## src/rtl/decoder_pkg.sv

```systemverilog
// decoder_pkg: shared state type and one-hot helpers for the sequenced N-to-2^N decoder
package decoder_pkg;

    typedef enum logic [1:0] {IDLE, DIRECT, SCAN} dec_state_t;

    function automatic int out_width(input int n);
        return 1 << n;
    endfunction

    // Wide enough for the largest legal N (8); callers truncate to their own width.
    function automatic logic [255:0] onehot(input logic [7:0] idx, input int n);
        return (256'(1) << idx) & ~({256{1'b1}} << out_width(n));
    endfunction

endpackage

```

## src/rtl/decoder_nxm_seq_onehot_dec.sv

```systemverilog
// onehot_dec: combinational N-to-2^N one-hot decoder
//   sel  in  N     index to decode
//   dec  out 2^N   one-hot result, bit sel set
module onehot_dec
    import decoder_pkg::*;
#(
    parameter int N = 4
) (
    input  logic [N-1:0]          sel,
    output logic [out_width(N)-1:0] dec
);
    localparam int OUT_W = out_width(N);

    assign dec = OUT_W'(onehot(8'(sel), N));

endmodule

```

## src/rtl/decoder_nxm_seq.sv

```systemverilog
// decoder_nxm_seq: registered one-hot decoder with valid/ready load and auto-scan
//   clk, rst (async, high)    clock and reset
//   clear                     synchronous abort to IDLE
//   in_valid/in_ready, in     load handshake and index; scan picks direct or scan mode
//   out                       registered one-hot (inverted when ACTIVE_LOW)
//   idx                       index currently driven, 0 when idle
//   busy                      high while scanning
//   done                      one-cycle pulse at end of a scan pass
module decoder_nxm_seq
    import decoder_pkg::*;
#(
    parameter int N          = 4,
    parameter int DWELL      = 1,
    parameter bit ACTIVE_LOW = 1'b0
) (
    input  logic                    clk,
    input  logic                    rst,
    input  logic                    clear,
    input  logic                    in_valid,
    output logic                    in_ready,
    input  logic [N-1:0]            in,
    input  logic                    scan,
    output logic [out_width(N)-1:0] out,
    output logic [N-1:0]            idx,
    output logic                    busy,
    output logic                    done
);
    localparam int OUT_W = out_width(N);
    localparam int CW    = DWELL > 1 ? $clog2(DWELL) : 1;
    localparam logic [CW-1:0] DWELL_LAST = CW'(DWELL - 1);
    localparam logic [N:0]    PASS_LAST  = (N+1)'(OUT_W - 1);
    localparam logic [OUT_W-1:0] INACTIVE = {OUT_W{ACTIVE_LOW}};

    dec_state_t      state, state_n;
    logic [N-1:0]    idx_n;
    logic [CW-1:0]   dwell, dwell_n;
    logic [N:0]      pass, pass_n;
    logic            done_n;
    logic [OUT_W-1:0] dec;

    wire load       = in_valid && in_ready;
    wire dwell_last = dwell == DWELL_LAST;

    always_comb begin
        state_n = state;
        idx_n   = idx;
        dwell_n = dwell;
        pass_n  = pass;
        done_n  = 1'b0;
        if (clear) begin
            state_n = IDLE;
            idx_n   = '0;
            dwell_n = '0;
            pass_n  = '0;
        end else if (state == SCAN) begin
            dwell_n = dwell_last ? '0 : dwell + 1'b1;
            if (dwell_last && pass == PASS_LAST) begin
                state_n = IDLE;
                idx_n   = '0;
                pass_n  = '0;
                done_n  = 1'b1;
            end else if (dwell_last) begin
                idx_n  = idx + 1'b1;
                pass_n = pass + 1'b1;
            end
        end else if (load) begin
            state_n = scan ? SCAN : DIRECT;
            idx_n   = in;
            dwell_n = '0;
            pass_n  = '0;
        end
    end

    // Decode the next index so out/idx update on the same edge from flops only.
    onehot_dec #(.N(N)) u_dec (
        .sel (idx_n),
        .dec (dec)
    );

    always_ff @(posedge clk or posedge rst) begin
        if (rst) begin
            state    <= IDLE;
            idx      <= '0;
            dwell    <= '0;
            pass     <= '0;
            out      <= INACTIVE;
            busy     <= 1'b0;
            done     <= 1'b0;
            in_ready <= 1'b1;
        end else begin
            state    <= state_n;
            idx      <= idx_n;
            dwell    <= dwell_n;
            pass     <= pass_n;
            out      <= (state_n == IDLE ? '0 : dec) ^ INACTIVE;
            busy     <= state_n == SCAN;
            done     <= done_n;
            in_ready <= state_n != SCAN;
        end
    end

endmodule

```

## config.mk

```make
export PLATFORM = sky130hd
export DESIGN_NAME = decoder_nxm_seq
export DESIGN_NICKNAME = d
export VERILOG_FILES = /design/src/rtl/decoder_pkg.sv /design/src/rtl/decoder_nxm_seq_onehot_dec.sv /design/src/rtl/decoder_nxm_seq.sv
export SDC_FILE = /design/constraint.sdc
export NUM_CORES = 1
export LEC_CHECK = 0
export BUFFER_PORTS_ARGS = -buffer_cell sky130_fd_sc_hd__clkbuf_2
export CELL_PAD_IN_SITES_DETAIL_PLACEMENT = 0
export CELL_PAD_IN_SITES_GLOBAL_PLACEMENT = 1
export CORE_UTILIZATION = 30
export CTS_CLUSTER_DIAMETER = 150
export CTS_CLUSTER_SIZE = 8
export DETAILED_ROUTE_END_ITERATION = 16
export GPL_TIMING_DRIVEN = 0
export PLACE_DENSITY = 0.57
export SLEW_MARGIN = 40
export SYNTH_ARGS = -nofsm -noshare
export SYNTH_HDL_FRONTEND = slang
export SYNTH_HIERARCHICAL = 1
export SYNTH_SLANG_ARGS = --single-unit
```

## constraint.sdc

```tcl
create_clock -name clk -period 4 [get_ports clk]
set_clock_uncertainty 0.05 [all_clocks]
set_input_delay 0.6 -clock clk [delete_from_list [all_inputs] [get_ports clk]]
set_output_delay 0.6 -clock clk [all_outputs]
set_load 0.05 [all_outputs]
```

Word-level counts from Yosys, hierarchy flattened --
Index checks and enable logic that the tools add are counted. Widths: inputs -> output; s select.
Cells by class: reduce and logical (&&, ||, !) cells 5, equality and inequality tests 5, $add $sub $neg 3, mux-type cells 23, shift operators 1, bitwise gates (word level) 1
Operators by type and width (count):
- $mux 5 | 5
- $mux 4 | 5
- $mux 16 | 1
- $shl 1x4->16 const A | 1
- $mux 2 | 5
- $mux 1 | 7
- $add 5x1->5 const B | 1
- $eq 5x4->1 const B | 1
- $add 4x1->4 const B | 1
- $eq 2x2->1 const B | 2
- $ne 4x3->1 const B | 1
- $reduce_bool 3->1 | 1
- $logic_and 1x1->1 | 2
- $logic_not 2->1 | 1
- $ne 2x2->1 const B | 1
- $reduce_and 2->1 | 1
- $add 1x1->1 const B | 1
- $not 1->1 | 1
Word-level totals: bits in registers 31, logic and storage cells 46

Longest topological paths before layout --
Gate-level depths: netlist (run 1).
word-level depth 7, gate-level depth with buffers 8

Cells and area by module --
The synthesis (run 1) kept the hierarchy.
Modules (own cells, without submodules):
- decoder_nxm_seq | area each 1281.2 µm², instances 1, cells each 102
- onehot_dec | area each 226.5 µm², instances 1, cells each 20

Least setup slack after synthesis (run 1) --
OpenSTA, ideal clock, no wires.
path type register -> register, start point register in_ready, end point register out[15], required time 3830 ps, library setup time 120 ps, setup slack 1837 ps, arrival time 1993 ps, path buffers 1, cell stages (with the launch flop) 8, path through dfstp_2 nand2_1 mux2_2 a22oi_1 nor2_1 buf_4 and4_1 and2_2
Between the ends: longest elaborated chain between the ends 6, elaborated cells between the ends (all ways) 10
Ends and longest elaborated chain:
- start: declaration | RTL line decoder_nxm_seq.sv:20 | output logic in_ready,
- start signal: assignment | RTL line decoder_nxm_seq.sv:89 | in_ready <= 1'b1;
- start signal: assignment | RTL line decoder_nxm_seq.sv:98 | in_ready <= state_n != SCAN;
- $logic_and 1x1->1 | RTL line decoder_nxm_seq.sv:41 | wire load = in_valid && in_ready;
- $mux 4 | RTL line decoder_nxm_seq.sv:66 | end else if (load) begin
- $mux 4 | RTL line decoder_nxm_seq.sv:55 | end else if (state == SCAN) begin
- $mux 4 | RTL line decoder_nxm_seq.sv:50 | if (clear) begin
- net idx_n[2] | RTL line decoder_nxm_seq.sv:35 | logic [N-1:0] idx_n;
- $shl 1x4->16 | RTL line decoder_pkg.sv:12 | return (256'(1) << idx) & ~({256{1'b1}} << out_width(n));
- net dec[15] | RTL line decoder_nxm_seq.sv:39 | logic [OUT_W-1:0] dec;
- $mux 16 | RTL line decoder_nxm_seq.sv:95 | out <= (state_n == IDLE ? '0 : dec) ^ INACTIVE;
- end signal: assignment | RTL line decoder_nxm_seq.sv:95
- end: declaration | RTL line decoder_nxm_seq.sv:23 | output logic [out_width(N)-1:0] out,
The timed path passes the listed nets, and every way through them passes these cells. A chain may end at the register's enable or synchronous reset.

Worst setup path in the final report (run 1) --
start point register pass[0], end point register out[8]
Between the ends: longest elaborated chain between the ends 7, elaborated cells between the ends (all ways) 11
Ends and longest elaborated chain:
- start: declaration | RTL line decoder_nxm_seq.sv:37 | logic [N:0] pass, pass_n;
- start signal: assignment | RTL line decoder_nxm_seq.sv:94 | pass <= pass_n;
- $eq 5x4->1 | RTL line decoder_nxm_seq.sv:57 | if (dwell_last && pass == PASS_LAST) begin
- $logic_and 1x1->1 | RTL line decoder_nxm_seq.sv:57
- $mux 4 | RTL line decoder_nxm_seq.sv:57
- $mux 4 | RTL line decoder_nxm_seq.sv:55
- $mux 4 | RTL line decoder_nxm_seq.sv:50
- net idx_n[3] | RTL line decoder_nxm_seq.sv:35
- $shl 1x4->16 | RTL line decoder_pkg.sv:12
- net dec[8] | RTL line decoder_nxm_seq.sv:39
- $mux 16 | RTL line decoder_nxm_seq.sv:95
The timed path passes the listed nets, and every way through them passes these cells.

==> summary.md, run 1 <==
| Metric | Value |
|---|---|
| Outcome | `completed` |
| IO Count | `32` |
| DIE WIDTH | `72.89 µm` |
| First-pass GRT wire length | `between 5000 and 6000 µm` |
| Share of layout cells above drive strength 1 | `49.69%` |
| Largest family of logic cells by synthesized area | `simple AND/OR/NAND/NOR gates` |
| FF-to-FF path depth | `8` |
| Die Y | `72.89 µm` |
| I/O Buffers | `31` |
| Async set or reset register ratio after synthesis | `100.0%` |
| GP Congestion | `between 0.7 and 0.8` |
| Final setup vio count | `0` |
| Met1 wire length | `1509 µm` |
| Critical path required time | `4.18 ns` |
| Peak VDD IR | `roughly 0.15 mV` |
| PD cells | `407.3 nW/µm²` |
| Routed WL | `3040 µm` |
| Met2 WL | `1358 µm` |
| Clock Tree Buf Depth | `2` |
| Part of the Yosys area used for sequential elements | `49.88%` |
| Dpl hpwl | `2151 µm` |
| Number of synthesized flops with an enable pin | `0` |
| DR pass1 iterations | `4` |
| Starting Density | `a little under a third` |
| Final std cells w/o fill | `228` |
| CP max FO | `10` |
| WHS | `0.3355 ns` |
| 1st-iter DRT viols | `46` |
| Fillers | `about 500` |
| Layout net count | `171` |
| Clk_lat worst skew | `0.28 ns` |
| Tightest Pin Transition | `0.6386 ns` |
| Post-layout util | `38.77%` |
| Worst EP arrival | `2.53 ns` |
| Final instance area | `1856 µm²` |
| Vias in the first global route | `1078` |
| Average wire per standard cell | `between 10 and 15 µm` |
| Upper clock frequency limit | `approximately 420 MHz` |
| Leak Pwr | `0.9001 nW` |
| Syn avg cell area | `about 12 µm²` |
| Xor/xnor cell area share of the yosys netlist | `1.162%` |
| Synth Area in Simple Gates | `a little under a third` |
| Routed vias | `1069` |
| Post-CTS Setup Bufs | `0` |
| Grt ovf | `0` |
| FF+latch count, synth | `30` |
| Top_reg_cell synth | `dfrtp_1` |
| Final hold vios | `0` |
| Die ar. | `about 5300 µm²` |
| Type of origin of the critical path | `flop` |
| Minimum clock period | `2.356 ns` |
| Period utilization | `58.90%` |
| Worst setup margin | `1.644 ns` |
| Critical path capture point type | `flop` |
| Max Cap Viol | `0` |
| # DRC | `0` |
| R2r endpoint | `out[8]` |
| Gate Count Post-Synth | `122` |
| Vias per inst | `~4.7` |
| H-tree lvl count | `2` |
| Reg2reg start | `pass[0]` |
| Pre-CTS setup slack | `1.598 ns` |
| Clock slew at reported path FFs | `0.07 ns` |
| Antenna cells | `0` |
| Cts repair resizes | `0` |
| Largest net degree at the start of global routing | `31` |
| Critical path class | `flop to flop` |
| Worst hold path class | `input pin to asynchronous set/reset pin` |
| # rows | `25` |
| Post-Place Cells | `220` |
| Core ar. | `4786 µm²` |
| CTS buffer count | `5` |
| Gr usage total | `14.16%` |
| Final total power | `0.7558 mW` |
| Synth unique cells | `38` |
| Root buf cell | `clkbuf_8` |
| YS warnings | `6` |
| Slew HR | `between 50% and 60%` |
| Multi-input logic area | `684.4 µm²` |
| TritonCTS clock tree | `done` |
| DP Area | `1747 µm²` |
| Register area | `752.0 µm²` |
| Hold_buf cts | `0` |
| Area fraction in compound gates after synthesis | `7.884%` |
| Layout area overhead | `23.07%` |
| RSZ-0062 raised after global routing | `false` |
| Post-route ant nets | `0` |
| Synth Cell Area | `1508 µm²` |
| CTS sink count | `30` |
| Synth Area in Adders | `1.660%` |
| Mux cell area share after synthesis | `3.651%` |
| Uppermost routed layer | `met4` |
| Slew Viols, Final | `0` |
| Post-Syn Nets | `133` |
| WL met3 | `approximately 130 µm` |
| Flop-to-flop setup slack | `1.64 ns` |
| Initial antenna violation count | `0` |
| Setup TNS | `0 ns` |
==> how the worst max path moves through the flow <==
stage,cells past startpoint,slack [ns],start,to
finish,8,1.64,pass[0],out[8]
global route,8,1.37,pass[0],out[8]
CTS,8,1.62,pass[0],out[1]
detailed placement,8,1.60,in_valid,out[1]
global placement,8,1.61,in_valid,out[15]
floorplan,7,1.84,in_ready,out[15]
==> cell families after synthesis <==
kind of cell	count (synthesis)
AND/OR/NAND/NOR	57
adder cells (fa/ha/maj)	2
AO/OA/AOI/OAI	15
flip-flops	30
multiplexers	5
buffers and inverters	11
XOR/XNOR	2
==> registers in the layout, summed over array words and instances, names as in the netlist <==
signal,flops
busy,1
done,1
idx,4
in_ready,1
out,16
pass,5
state,2
==> final cells by class <==
| class | instances | area share (%) |
|---|---|---|
| Buffer | 7 | 3.034 |
| Timing Repair Buffer | 31 | 8.361 |
| Sequential cell | 30 | 40.53 |
| Clock inverter | 3 | 2.158 |
| Tap cell | 67 | 4.518 |
| Inverter | 4 | 0.8092 |
| Multi-Input combinational cell | 81 | 36.88 |
| Clock buffer | 5 | 3.709 |
==> Yosys cell counts, drive strengths merged (2+ instances only) <==
master / n / area share, %
dfrtp: 29 / 48
and2: 16 / 8.1
nor2: 9 / 2.2
and4bb: 6 / 5.0
buf: 6 / 3.5
a22oi: 5 / 2.5
nand3: 5 / 1.7
nor4b: 5 / 4.6
a21oi: 4 / 1.3
and4b: 4 / 2.7
inv: 4 / 1.0
mux2: 4 / 3.0
nor3: 3 / 1.7
nor4: 3 / 2.1
ha: 2 / 1.7
o21ai: 2 / 0.66
==> report_power, final <==
group          internal (mW)  leakage, nW  switching, mW  total, mW
sequential             0.315        0.410        0.00879      0.324
combinational         0.0469        0.433         0.0875      0.134
clock                  0.183       0.0579          0.115      0.298
==> critical path: stages, from the launching register on <==
cell,delay (ns)
dfrtp_1,0.41
ha_1,0.24
nand3_1,0.19
o21a_1,0.28
a22oi_1,0.13
nor2_1,0.39
buf_4,0.26
nor4b_2,0.20
and2_4,0.16
==> routing by layer <==
metal / vias up / track usage, %
met4: 0 / 5.882
met1: 526 / 19.77
met5: - / 0
met3: 5 / 4.696
li1: 513 / -
met2: 25 / 20.04
==> cells in the final DEF (no fill, tap or decap), drive strengths merged, types with 2 or more instances in the layout <==
| cell | n |
|---|---|
| mux2 | 4 |
| nor3 | 3 |
| and4b | 4 |
| dfrtp | 29 |
| ha | 2 |
| nor2 | 9 |
| a21oi | 4 |
| nand3 | 5 |
| o21ai | 2 |
| clkbuf | 37 |
| buf | 6 |
| a22oi | 5 |
| nor4b | 5 |
| and2 | 16 |
| clkinv | 2 |
| inv | 4 |
| nor4 | 3 |
| and4bb | 6 |
(Power assumes the default switching activity.)
==> run 2: changes to the inputs <==
- PLACE_DENSITY: 0.57 -> 0.59
- clock period: 4 -> 2.05 ns (I/O delays scaled with it)
==> summary.md, run 2 (synthesis results as in run 1) <==
| Metric | Value |
|---|---|
| Clock slew at reported path FFs | `0.07 ns (about the same)` |
| H-tree lvl count | `2 (unchanged)` |
| Clock power share | `34.0% (was 39.4%)` |
| Largest regs | `out x16, pass x5, idx x4 (unchanged)` |
| Initial antenna violation count | `0 (unchanged)` |
| Largest reg by FF count | `out (unchanged)` |
| Final hold vios | `0 (unchanged)` |
| Max reg flops | `16 (unchanged)` |
| Slew Viols, Final | `0 (unchanged)` |
| DIE WIDTH | `72.89 µm (unchanged)` |
| Outcome | `completed (unchanged)` |
| Comb power frac | `22.4% (was 17.8%)` |
| DP Area | `1758 µm² (was 1747 µm²)` |
| Routed WL | `3281 µm (was 3040 µm)` |
| Type of origin of the critical path | `flop (unchanged)` |
| Switching pwr | `0.4391 mW (was 0.2110 mW)` |
| Vias in the first global route | `1077 (was 1078)` |
| Final total power | `1.452 mW (was 0.7558 mW)` |
| I/O Buffers | `31 (unchanged)` |
| Dpl hpwl | `2124 µm (was 2151 µm)` |
| CP max FO | `9 (was 10)` |
| Most frequent cells in the layout | `clkbuf_2, dfrtp_1, buf_6, and2_4, buf_4 (was clkbuf_2, dfrtp_1, nor2_1)` |
| Setup TNS | `0 ns (unchanged)` |
| Routed vias | `1114 (was 1069)` |
| Critical path class | `flop to flop (unchanged)` |
| Worst hold path class | `input pin to asynchronous set/reset pin (unchanged)` |
| Pint | `1.013 mW (was 0.5448 mW)` |
| Final instance area | `2048 µm² (was 1856 µm²)` |
| Share of layout cells above drive strength 1 | `59.88% (was 49.69%)` |
| Reg power frac | `43.6% (was 42.8%)` |
| Critical path capture point type | `flop (unchanged)` |
| PD cells | `708.9 nW/µm² (was 407.3 nW/µm²)` |
| Antenna cells | `0 (unchanged)` |
| Post-Place Cells | `220 (unchanged)` |
| CTS buffer count | `5 (unchanged)` |
| # rows | `25 (unchanged)` |
| Largest net degree at the start of global routing | `31 (unchanged)` |
| IO Count | `32 (unchanged)` |
| Leak Pwr | `0.9605 nW (was 0.9001 nW)` |
| GP Congestion | `0.7193 (was 0.7003)` |
| Upper clock frequency limit | `493.2 MHz (was 424.4 MHz)` |
| Layout net count | `182 (was 171)` |
| Post-route ant nets | `0 (unchanged)` |
| Core ar. | `4786 µm² (unchanged)` |
| Slew HR | `46.29% (was 57.36%)` |
| CTS sink count | `30 (unchanged)` |
| Hold_buf cts | `0 (unchanged)` |
| Final std cells w/o fill | `239 (was 228)` |
| DR pass1 iterations | `4 (unchanged)` |
| Register area | `755.7 µm² (was 752.0 µm²)` |
| Multi-input logic area | `793.3 µm² (was 684.4 µm²)` |
| Peak VDD IR | `0.3270 mV (was 0.1528 mV)` |
| Root buf cell | `clkbuf_8 (unchanged)` |
| First-pass GRT wire length | `5216 µm (was 5547 µm)` |
| Clk_lat worst skew | `0.28 ns (about the same)` |
| Grt ovf | `0 (unchanged)` |
| Die ar. | `5313 µm² (unchanged)` |
| Die Y | `72.89 µm (unchanged)` |
| Tightest Pin Transition | `0.8056 ns (was 0.6386 ns)` |
| Max Cap Viol | `0 (unchanged)` |
| Final setup vio count | `0 (unchanged)` |
| Critical path required time | `2.17 ns (was 4.18 ns)` |
| Worst EP arrival | `2.15 ns (was 2.53 ns)` |
| Switching Fraction | `30.25% (was 27.91%)` |
| RSZ-0062 raised after global routing | `true (was false)` |
| Period utilization | `98.90% (was 58.90%)` |
| TritonCTS clock tree | `done (unchanged)` |
| Vias per inst | `4.661 (was 4.689)` |
| 1st-iter DRT viols | `42 (was 46)` |
| # DRC | `0 (unchanged)` |
| Commonest non-fill, non-tap cell in the layout | `clkbuf_2 (unchanged)` |
| Layout area overhead | `35.85% (was 23.07%)` |
| Fillers | `467 (was 497)` |
| Gr usage total | `13.25% (was 14.16%)` |
| Clock Tree Buf Depth | `2 (unchanged)` |
| Starting Density | `31.50% (unchanged)` |
| Average wire per standard cell | `13.73 µm (was 13.33 µm)` |
| Minimum clock period | `2.027 ns (was 2.356 ns)` |
run 2: cell count changes in the layout (fill, tap and decap cells not counted), sizes merged:
cell / change
buf: +11
bufinv: -1
clkbuf: +1
clkinv: -1
clkinvlp: +1
run 2: critical path, stage by stage, from the launching register on:
cell and delay (ns):
dfstp_4 0.66, nand2_4 0.08, mux2_2 0.28, a22oi_2 0.21, nor2_4 0.09, buf_6 0.18, and4_1 0.19, and2_2 0.16
run 2: per-stage QoR:
stage          worst slack (ns)  hold slack [ns]  util, %
2_1_floorplan           0.01601           0.3283        -
3_3_place_gp            -0.3134           0.4751    36.73
3_5_place_dp            -0.3675           0.3761    36.73
4_1_cts                0.005778          0.05938    39.82
5_1_grt                -0.07394          0.09331    42.80
6_report                0.02257          0.03931    42.80
run 2: cell type report:
type	count	area share, %
clock inverters	2	0.6109
multi-input cells	81	38.73
clock buffers	6	4.032
flip-flops and latches	30	36.90
repair buffers	42	11.42
inverters	4	0.7330
plain buffers	7	3.482
well taps	67	4.093
run 2: metal layers:
layer	vias to the layer above	global-route usage [%]	wire (µm)
li1	538	-	-
met1	548	16.74	1477
met2	22	20.04	1587
met3	6	5.110	157
met4	0	6.100	59
met5	-	0	0
run 2: power by group through the flow:
| stage | logic, mW | clock network [mW] | registers (mW) |
|---|---|---|---|
| 6_report | 0.325 | 0.493 | 0.633 |
| 5_1_grt | 0.351 | 0.546 | 0.637 |
| 4_1_cts | 0.284 | 0.513 | 0.633 |
| 3_5_place_dp | 0.268 | 0 | 0.644 |
| 3_3_place_gp | 0.263 | 0 | 0.643 |
| 2_1_floorplan | 0.144 | 0 | 0.701 |
run 2: timing repair:
| action | in CTS | in global routing |
|---|---|---|
| buffers inserted | 1 | 6 |
| resized for setup | 13 | 14 |
| cloned | 0 | 4 |
| pin swaps | 0 | 3 |
| setup endpoints to repair | 16 | 15 |
run 2: path summary, 6_finish.rpt:
| path | from | endpoint | slack (ns) | cells past startpoint |
|---|---|---|---|---|
| max | in_ready | out[15] | 0.02 | 7 |
| min | rst | busy | 0.04 | 2 |
| min in group clk | clear | busy | 0.25 | 2 |
| max reg2reg | in_ready | out[15] | 0.02 | 7 |
| min reg2reg | pass[4] | done | 0.52 | 1 |
| max in group asynchronous | rst | idx[3] | 1.49 | 2 |
